$ cat src/rtl/dproc_pkg.sv
// Shared definitions for the iomem_dproc byte-stream peripheral:
// register map, mode encodings, STATUS layout and the CTRL field struct.
package dproc_pkg;

  localparam logic [7:0] REG_CTRL   = 8'h00;
  localparam logic [7:0] REG_STATUS = 8'h04;
  localparam logic [7:0] REG_CFG    = 8'h08;
  localparam logic [7:0] REG_DIN    = 8'h0C;
  localparam logic [7:0] REG_DOUT   = 8'h10;

  typedef enum logic [1:0] {
    MODE_PASS = 2'd0,
    MODE_INV  = 2'd1,
    MODE_THR  = 2'd2,
    MODE_HALF = 2'd3
  } mode_e;

  localparam int ST_IN_FULL   = 0;
  localparam int ST_IN_EMPTY  = 1;
  localparam int ST_OUT_FULL  = 2;
  localparam int ST_OUT_EMPTY = 3;
  localparam int ST_IRQ_PEND  = 4;
  localparam int ST_OVERFLOW  = 5;
  localparam int ST_UNDERFLOW = 6;
  localparam int ST_IN_CNT    = 8;
  localparam int ST_OUT_CNT   = 16;

  // CTRL[4:0]; flush is a write-only strobe and is never stored.
  typedef struct packed {
    logic  flush;
    logic  irq_en;
    mode_e mode;
    logic  enable;
  } ctrl_t;

  function automatic logic [7:0] apply_mode(input mode_e m, input logic [7:0] x,
                                            input logic [7:0] thresh);
    logic [7:0] y;
    case (m)
      MODE_PASS: y = x;
      MODE_INV:  y = ~x;
      MODE_THR:  y = (x >= thresh) ? 8'hFF : 8'h00;
      default:   y = {1'b0, x[7:1]};
    endcase
    return y;
  endfunction

endpackage

$ cat src/rtl/sync_fifo.sv
// Single-clock FIFO with registered count; pointers wrap naturally since
// DEPTH is a power of two. Push when full and pop when empty are ignored.
module sync_fifo #(
  parameter int WIDTH = 8,
  parameter int DEPTH = 16
) (
  input  logic                     clk,
  input  logic                     resetn,
  input  logic                     flush,
  input  logic                     push,
  input  logic                     pop,
  input  logic [WIDTH-1:0]         din,
  output logic [WIDTH-1:0]         dout,
  output logic [$clog2(DEPTH):0]   count,
  output logic                     full,
  output logic                     empty
);
  localparam int AW = $clog2(DEPTH);

  logic [WIDTH-1:0] mem [DEPTH];
  logic [AW-1:0]    wr_ptr;
  logic [AW-1:0]    rd_ptr;
  logic             do_push;
  logic             do_pop;

  assign full    = (count == (AW+1)'(DEPTH));
  assign empty   = (count == '0);
  assign do_push = push && !full;
  assign do_pop  = pop && !empty;
  assign dout    = mem[rd_ptr];

  always_ff @(posedge clk) begin
    if (!resetn || flush) begin
      wr_ptr <= '0;
      rd_ptr <= '0;
      count  <= '0;
    end else begin
      if (do_push) wr_ptr <= wr_ptr + 1'b1;
      if (do_pop)  rd_ptr <= rd_ptr + 1'b1;
      if (do_push && !do_pop)      count <= count + 1'b1;
      else if (do_pop && !do_push) count <= count - 1'b1;
    end
  end

  always_ff @(posedge clk) begin
    if (do_push) mem[wr_ptr] <= din;
  end

endmodule

$ cat src/rtl/iomem_dproc.sv
// Memory-mapped byte-stream processor: bus decode/response, CTRL/CFG/sticky
// registers, input FIFO -> issue/transform -> stage 2 -> output FIFO, irq.
module iomem_dproc
  import dproc_pkg::*;
#(
  parameter logic [31:0] BASE_ADDR  = 32'h0300_0000,
  parameter int          FIFO_DEPTH = 16
) (
  input  logic        clk,
  input  logic        resetn,
  input  logic        iomem_valid,
  output logic        iomem_ready,
  input  logic [3:0]  iomem_wstrb,
  input  logic [31:0] iomem_addr,
  input  logic [31:0] iomem_wdata,
  output logic [31:0] iomem_rdata,
  output logic        irq_out
);
  localparam int CW = $clog2(FIFO_DEPTH) + 1;

  // Bus handshake: a request is accepted when valid, in the window and no
  // response is in progress; iomem_ready then pulses for exactly one cycle
  // with registered rdata, and the request's side effects apply that cycle.
  logic        accept;
  logic [7:0]  req_off;
  logic [3:0]  req_wstrb;
  logic [15:0] req_wdata;
  logic        req_pop;
  logic        req_under;
  logic        wr_cycle;
  logic [31:0] rd_word;
  logic [31:0] status_word;

  ctrl_t       ctrl;
  logic [7:0]  thresh;
  logic [7:0]  irq_level;
  logic        irq_pend;
  logic        overflow;
  logic        underflow;

  logic          in_push, in_pop, in_full, in_empty;
  logic          out_push, out_pop, out_full, out_empty;
  logic [7:0]    in_dout, out_dout;
  logic [CW-1:0] in_count, out_count;

  logic          flush;
  logic          issue;
  logic [CW:0]   occupancy;
  logic          s2_valid;
  logic [7:0]    s2_data;
  logic          irq_set;
  logic          unused_bits;

  assign unused_bits = ^iomem_wdata[31:16];
  assign accept   = iomem_valid && (iomem_addr[31:8] == BASE_ADDR[31:8]) && !iomem_ready;
  assign wr_cycle = iomem_ready && (req_wstrb != 4'h0);
  assign flush    = wr_cycle && (req_off == REG_CTRL) && req_wstrb[0] && req_wdata[4];

  always_comb begin
    status_word = '0;
    status_word[ST_IN_FULL]   = in_full;
    status_word[ST_IN_EMPTY]  = in_empty;
    status_word[ST_OUT_FULL]  = out_full;
    status_word[ST_OUT_EMPTY] = out_empty;
    status_word[ST_IRQ_PEND]  = irq_pend;
    status_word[ST_OVERFLOW]  = overflow;
    status_word[ST_UNDERFLOW] = underflow;
    status_word[ST_IN_CNT +: 8]  = 8'(in_count);
    status_word[ST_OUT_CNT +: 8] = 8'(out_count);
  end

  always_comb begin
    rd_word = '0;
    if (iomem_wstrb == 4'h0) begin
      case (iomem_addr[7:0])
        REG_CTRL:   rd_word = {28'h0, ctrl.irq_en, ctrl.mode, ctrl.enable};
        REG_STATUS: rd_word = status_word;
        REG_CFG:    rd_word = {16'h0, irq_level, thresh};
        REG_DOUT:   rd_word = out_empty ? 32'h0 : {24'h0, out_dout};
        default:    rd_word = '0;
      endcase
    end
  end

  // The pop/underflow decision is frozen at accept so it matches the data
  // returned, even if the output FIFO fills before the response cycle.
  always_ff @(posedge clk) begin
    if (!resetn) begin
      iomem_ready <= 1'b0;
      iomem_rdata <= '0;
      req_off     <= '0;
      req_wstrb   <= '0;
      req_wdata   <= '0;
      req_pop     <= 1'b0;
      req_under   <= 1'b0;
    end else begin
      iomem_ready <= accept;
      if (accept) begin
        iomem_rdata <= rd_word;
        req_off     <= iomem_addr[7:0];
        req_wstrb   <= iomem_wstrb;
        req_wdata   <= iomem_wdata[15:0];
        req_pop     <= (iomem_wstrb == 4'h0) && (iomem_addr[7:0] == REG_DOUT) && !out_empty;
        req_under   <= (iomem_wstrb == 4'h0) && (iomem_addr[7:0] == REG_DOUT) && out_empty;
      end else begin
        req_pop   <= 1'b0;
        req_under <= 1'b0;
      end
    end
  end

  always_ff @(posedge clk) begin
    if (!resetn) begin
      ctrl.enable <= 1'b0;
      ctrl.mode   <= MODE_PASS;
      ctrl.irq_en <= 1'b0;
      ctrl.flush  <= 1'b0;
      thresh      <= '0;
      irq_level   <= '0;
    end else if (wr_cycle) begin
      if (req_off == REG_CTRL && req_wstrb[0]) begin
        ctrl.enable <= req_wdata[0];
        ctrl.mode   <= mode_e'(req_wdata[2:1]);
        ctrl.irq_en <= req_wdata[3];
      end
      if (req_off == REG_CFG) begin
        if (req_wstrb[0]) thresh    <= req_wdata[7:0];
        if (req_wstrb[1]) irq_level <= req_wdata[15:8];
      end
    end
  end

  // Sticky bits: flush clears everything; otherwise a set beats a W1C.
  assign irq_set = (irq_level != 8'h0) && (8'(out_count) >= irq_level);

  always_ff @(posedge clk) begin
    if (!resetn || flush) begin
      irq_pend  <= 1'b0;
      overflow  <= 1'b0;
      underflow <= 1'b0;
    end else begin
      if (irq_set) irq_pend <= 1'b1;
      else if (wr_cycle && req_off == REG_STATUS && req_wdata[ST_IRQ_PEND]) irq_pend <= 1'b0;

      if (wr_cycle && req_off == REG_DIN && in_full) overflow <= 1'b1;
      else if (wr_cycle && req_off == REG_STATUS && req_wdata[ST_OVERFLOW]) overflow <= 1'b0;

      if (iomem_ready && req_under) underflow <= 1'b1;
      else if (wr_cycle && req_off == REG_STATUS && req_wdata[ST_UNDERFLOW]) underflow <= 1'b0;
    end
  end

  assign irq_out = ctrl.irq_en & irq_pend;

  // Stage 1 is the issue cycle itself: the head sample is popped and
  // transformed with the current mode/thresh, then registered in stage 2.
  assign occupancy = {1'b0, out_count} + (CW+1)'(s2_valid);
  assign issue     = ctrl.enable && !in_empty && !flush && (occupancy < (CW+1)'(FIFO_DEPTH));
  assign in_push   = wr_cycle && (req_off == REG_DIN) && !in_full;
  assign in_pop    = issue;
  assign out_push  = s2_valid && !flush;
  assign out_pop   = iomem_ready && req_pop;

  always_ff @(posedge clk) begin
    if (!resetn || flush) begin
      s2_valid <= 1'b0;
      s2_data  <= '0;
    end else begin
      s2_valid <= issue;
      if (issue) s2_data <= apply_mode(ctrl.mode, in_dout, thresh);
    end
  end

  sync_fifo #(.WIDTH(8), .DEPTH(FIFO_DEPTH)) u_in_fifo (
    .clk    (clk),
    .resetn (resetn),
    .flush  (flush),
    .push   (in_push),
    .pop    (in_pop),
    .din    (req_wdata[7:0]),
    .dout   (in_dout),
    .count  (in_count),
    .full   (in_full),
    .empty  (in_empty)
  );

  sync_fifo #(.WIDTH(8), .DEPTH(FIFO_DEPTH)) u_out_fifo (
    .clk    (clk),
    .resetn (resetn),
    .flush  (flush),
    .push   (out_push),
    .pop    (out_pop),
    .din    (s2_data),
    .dout   (out_dout),
    .count  (out_count),
    .full   (out_full),
    .empty  (out_empty)
  );

endmodule

$ cat config.mk
export PLATFORM = sky130hd
export DESIGN_NAME = iomem_dproc
export DESIGN_NICKNAME = d
export VERILOG_FILES = /design/src/rtl/dproc_pkg.sv /design/src/rtl/sync_fifo.sv /design/src/rtl/iomem_dproc.sv
export SDC_FILE = /design/constraint.sdc
export NUM_CORES = 1
export LEC_CHECK = 0
export ABC_AREA = 1
export CORE_UTILIZATION = 54
export CTS_CLUSTER_DIAMETER = 40
export DETAILED_ROUTE_END_ITERATION = 8
export GPL_ROUTABILITY_DRIVEN = 1
export PLACE_DENSITY = 0.88
export SLEW_MARGIN = 5
export SYNTH_ARGS = -nofsm -noshare
export SYNTH_HDL_FRONTEND = slang
export SYNTH_SLANG_ARGS = --single-unit
$ cat constraint.sdc
create_clock -name clk -period 2.4 [get_ports clk]
set_clock_uncertainty 0.05 [all_clocks]
set_input_delay 0.72 -clock clk [delete_from_list [all_inputs] [get_ports clk]]
set_output_delay 0.72 -clock clk [all_outputs]
set_load 0.02 [all_outputs]
==> summary.md <==
| Metric | Value |
|---|---|
| Ys async rst share | 0 |
| Die Y | about 180 um |
| Ys flop type | edfxtp_1 |
| Nets@finish | roughly 1.9k |
| Max IR drop VDD | approximately 0.57 mV |
| Yosys warning total | 0 |
| Total number of vias | 13.7k |
| Die area | 31100 sq um |
| FILL cells | about 1.8k |
| Hold violation count in the final report | 0 |
| Final setup viols | 10 |
| Starting Density | 0.552 |
| Hold buffer count at CTS | 0 |
| IO Port Bufs | 77 |
| CTS tree | yes |
| Worst Hold Class | reg -> reg |
| CTS Buf Count | 39 |
| DRC Markers | 0 |
| Flop2flop setup slack | -0.52 ns |
| Clock Tree Buf Depth | 3 |
| Worst setup EP type | flip-flop |
| Avg Cell Area, Syn | roughly 10 sq um |
| I/O Pins | between 100 and 150 |
| H-tree lvl count | 2 |
| Global-route wire length before repair | 67000 um |
| Hold Crit Start | req_wdata[15] |
| Max-Cap Viols | 0 |
| Tot GR Track Use | 0.278 |
| Leak pwr | 0.00745 uW |
| Ant. Diodes | 0 |
| Yosys top cell area share | 0.469 |
| Finished Core Util | 0.674 |
| Root Driver | clkbuf_16 |
| Commonest cells post-synth | 343 x nand2_1, 256 x edfxtp_1, 209 x nand3_1 |
| Synthesized cell area | 16400 sq um |
| Netlist cell types | 50 |
| Data required, critical path | 2.77 ns |
| Routed WL | between 40000 and 50000 um |
| Post-DP HPWL | between 20000 and 30000 um |
| Clk pin slew, worst setup/hold paths | roughly 0.06 ns |
| Grt total ovfl | 0 |
| Setup ws final | -0.519 ns |
| Top cells by area, synth | edfxtp_1 47%, dfxtp_1 14%, nand2_1 7.9% |
| Routability Congestion | a little under 1 |
| Top-count cell post-synth | nand2_1 |
| Failing checks | setup timing |
| Vias per std cell | 6.11 |
| WS Path Type | reg -> reg |
| Max-slew headroom | 0.436 |
| Worst Setup Start Kind | flip-flop |
| FF+latch count, synth | around 370 |
| Initial antenna violation count | 0 |
| Worst Path Arrival | ~3.3 ns |
| CTS sink cnt | 374 |
| Design Power | 13300 uW |
| Fin. max-slew vios | 0 |
| Register area share after synthesis | 0.613 |
| Share of layout cells above drive strength 1 | 0.170 |
| Final ANT Viol Nets | 0 |
| Worst skew pair latency | about 0.55 ns |
| Vias in the first global route | between 10k and 15k |
| P per Cell Area | between 600 and 700 nW/um^2 |
| Status | finished, violations left |
| First DRT Iteration DRCs | 1940 |
| Largest net degree at the start of global routing | 40 |
| Crit share post-route | 1.22 |
| Max Clock Freq | between 0.3 and 0.4 GHz |
| Max FO, Critical Path | 24 |
| Pre-antenna DRT Iters | 7 |
| Core footprint | between 20000 and 30000 sq um |
| RSZ-0062 raised after global routing | true |
| Die W | between 150 and 200 um |
| Syn Inst Count | 1653 |
| Dominant cell type by area after synthesis | edfxtp_1 |
| Rows | 63 |
| Number of synthesized flops with an enable pin | about 260 |
| Worst-margin pin slew | 0.843 ns |
| Wire length per cell | around 21 um |
| Synth-to-Final Area Change | 22.2% |
| Final min period | roughly 3 ns |
-- per-stage QoR --
stage	TNS [ns]	cell area, sq um	std cells	setup slack, ns	hold WS (ns)
6_report	-4.15	20000	2244	-0.519	0.417
3_3_place_gp	-2.06	18200	2153	-0.149	0.389
2_1_floorplan	-0.0153	16500	1663	-0.0153	0.380
3_5_place_dp	-3.39	18200	2153	-0.225	0.395
4_1_cts	-0.748	19800	2237	-0.122	0.403
5_1_grt	-5.20	20000	2244	-0.637	0.424
-- where the power goes --
group          switching [uW]  internal (uW)
Sequential          0.0000398           6800
Combinational             102            105
Clock                    2600           3690
Total                    2700          10600
-- area by class of cell --
cell class                      instances  area, sq um  share of cell area
Inverter                              136          523              0.0261
Multi-Input combinational cell       1070         5690               0.284
Sequential cell                       374        10100               0.502
Tap cell                              390          488              0.0244
Clock buffer                           57         1220              0.0609
Clock inverter                         15          151             0.00756
Timing Repair Buffer                  202         1900              0.0948
-- placed cells by master (no fill, tap or decap), types with 11 or more instances in the layout --
cell type	netlist	routed
nand2_1	343	336
edfxtp_1	256	256
nand3_1	209	191
nor2_1	181	165
inv_1	124	122
dfxtp_1	118	113
buf_4	14	107
o21ai_0	90	78
a21oi_1	83	78
clkdlybuf4s50_1	0	75
clkbuf_16	0	44
ha_1	31	24
nand3_2	4	21
o211ai_1	18	18
nor2_2	3	17
o21ai_1	6	17
nand2_2	8	11
conb_1	1	11
-- critical path: stages, from the launching register on --
cell	delay, ns
dfxtp_4	0.42
buf_12	0.18
nor2_1	0.10
nor2_1	0.22
o21ai_0	0.20
nand3_1	0.13
nand3_2	0.13
nand2_2	0.09
ha_1	0.25
nand2_1	0.07
inv_1	0.05
nor2_2	0.09
o21a_1	0.14
nand3_2	0.10
a21oi_4	0.29
nand2_1	0.12
inv_1	0.09
a21oi_2	0.05
-- final timing paths --
check,end,cells past startpoint
min,req_wdata[15],2
max,s2_data[4],17
max reg2reg,s2_data[4],17
min reg2reg,req_wdata[15],2
-- what timing repair did --
action                                 CTS  global route
gates resized for setup                 42            46
pin swaps                               21            29
setup buffers                           11             6
cloned                                   1             1
endpoints found under the hold margin    0             0
setup endpoints to repair               12            68
-- sequential cells by signal (all words and copies together), names as in the netlist, 4 cells and up, named ones only --
name               flops
thresh                 8
u_in_fifo.count        5
iomem_rdata           21
req_wstrb              4
s2_data                8
req_off                8
u_in_fifo.mem        128
u_out_fifo.rd_ptr      4
irq_level              8
u_in_fifo.wr_ptr       4
ctrl                   4
u_out_fifo.wr_ptr      4
u_in_fifo.rd_ptr       4
req_wdata             16
u_out_fifo.count       5
u_out_fifo.mem       128
-- per-layer routing --
layer | track usage | vias to the layer above | part of all wire
met5 | 0 | - | 0
li1 | - | 5947 | -
met2 | 0.475 | 1135 | 0.48
met1 | 0.338 | 6374 | 0.35
met3 | 0.0489 | 256 | 0.11
met4 | 0.144 | 0 | 0.056
-- logic make-up after synthesis --
family | after synthesis | share of synthesized area
and+or+nand+nor | 790 | 0.216
DFF | 374 | 0.613
xor gates and xnor gates | 9 | 0.00481
other | 1 | 0.000229
adders and majority gates | 33 | 0.0261
buffers and inverters | 219 | 0.0616
AOI/OAI and AO/OA | 227 | 0.0780
(Power assumes the default switching activity.)
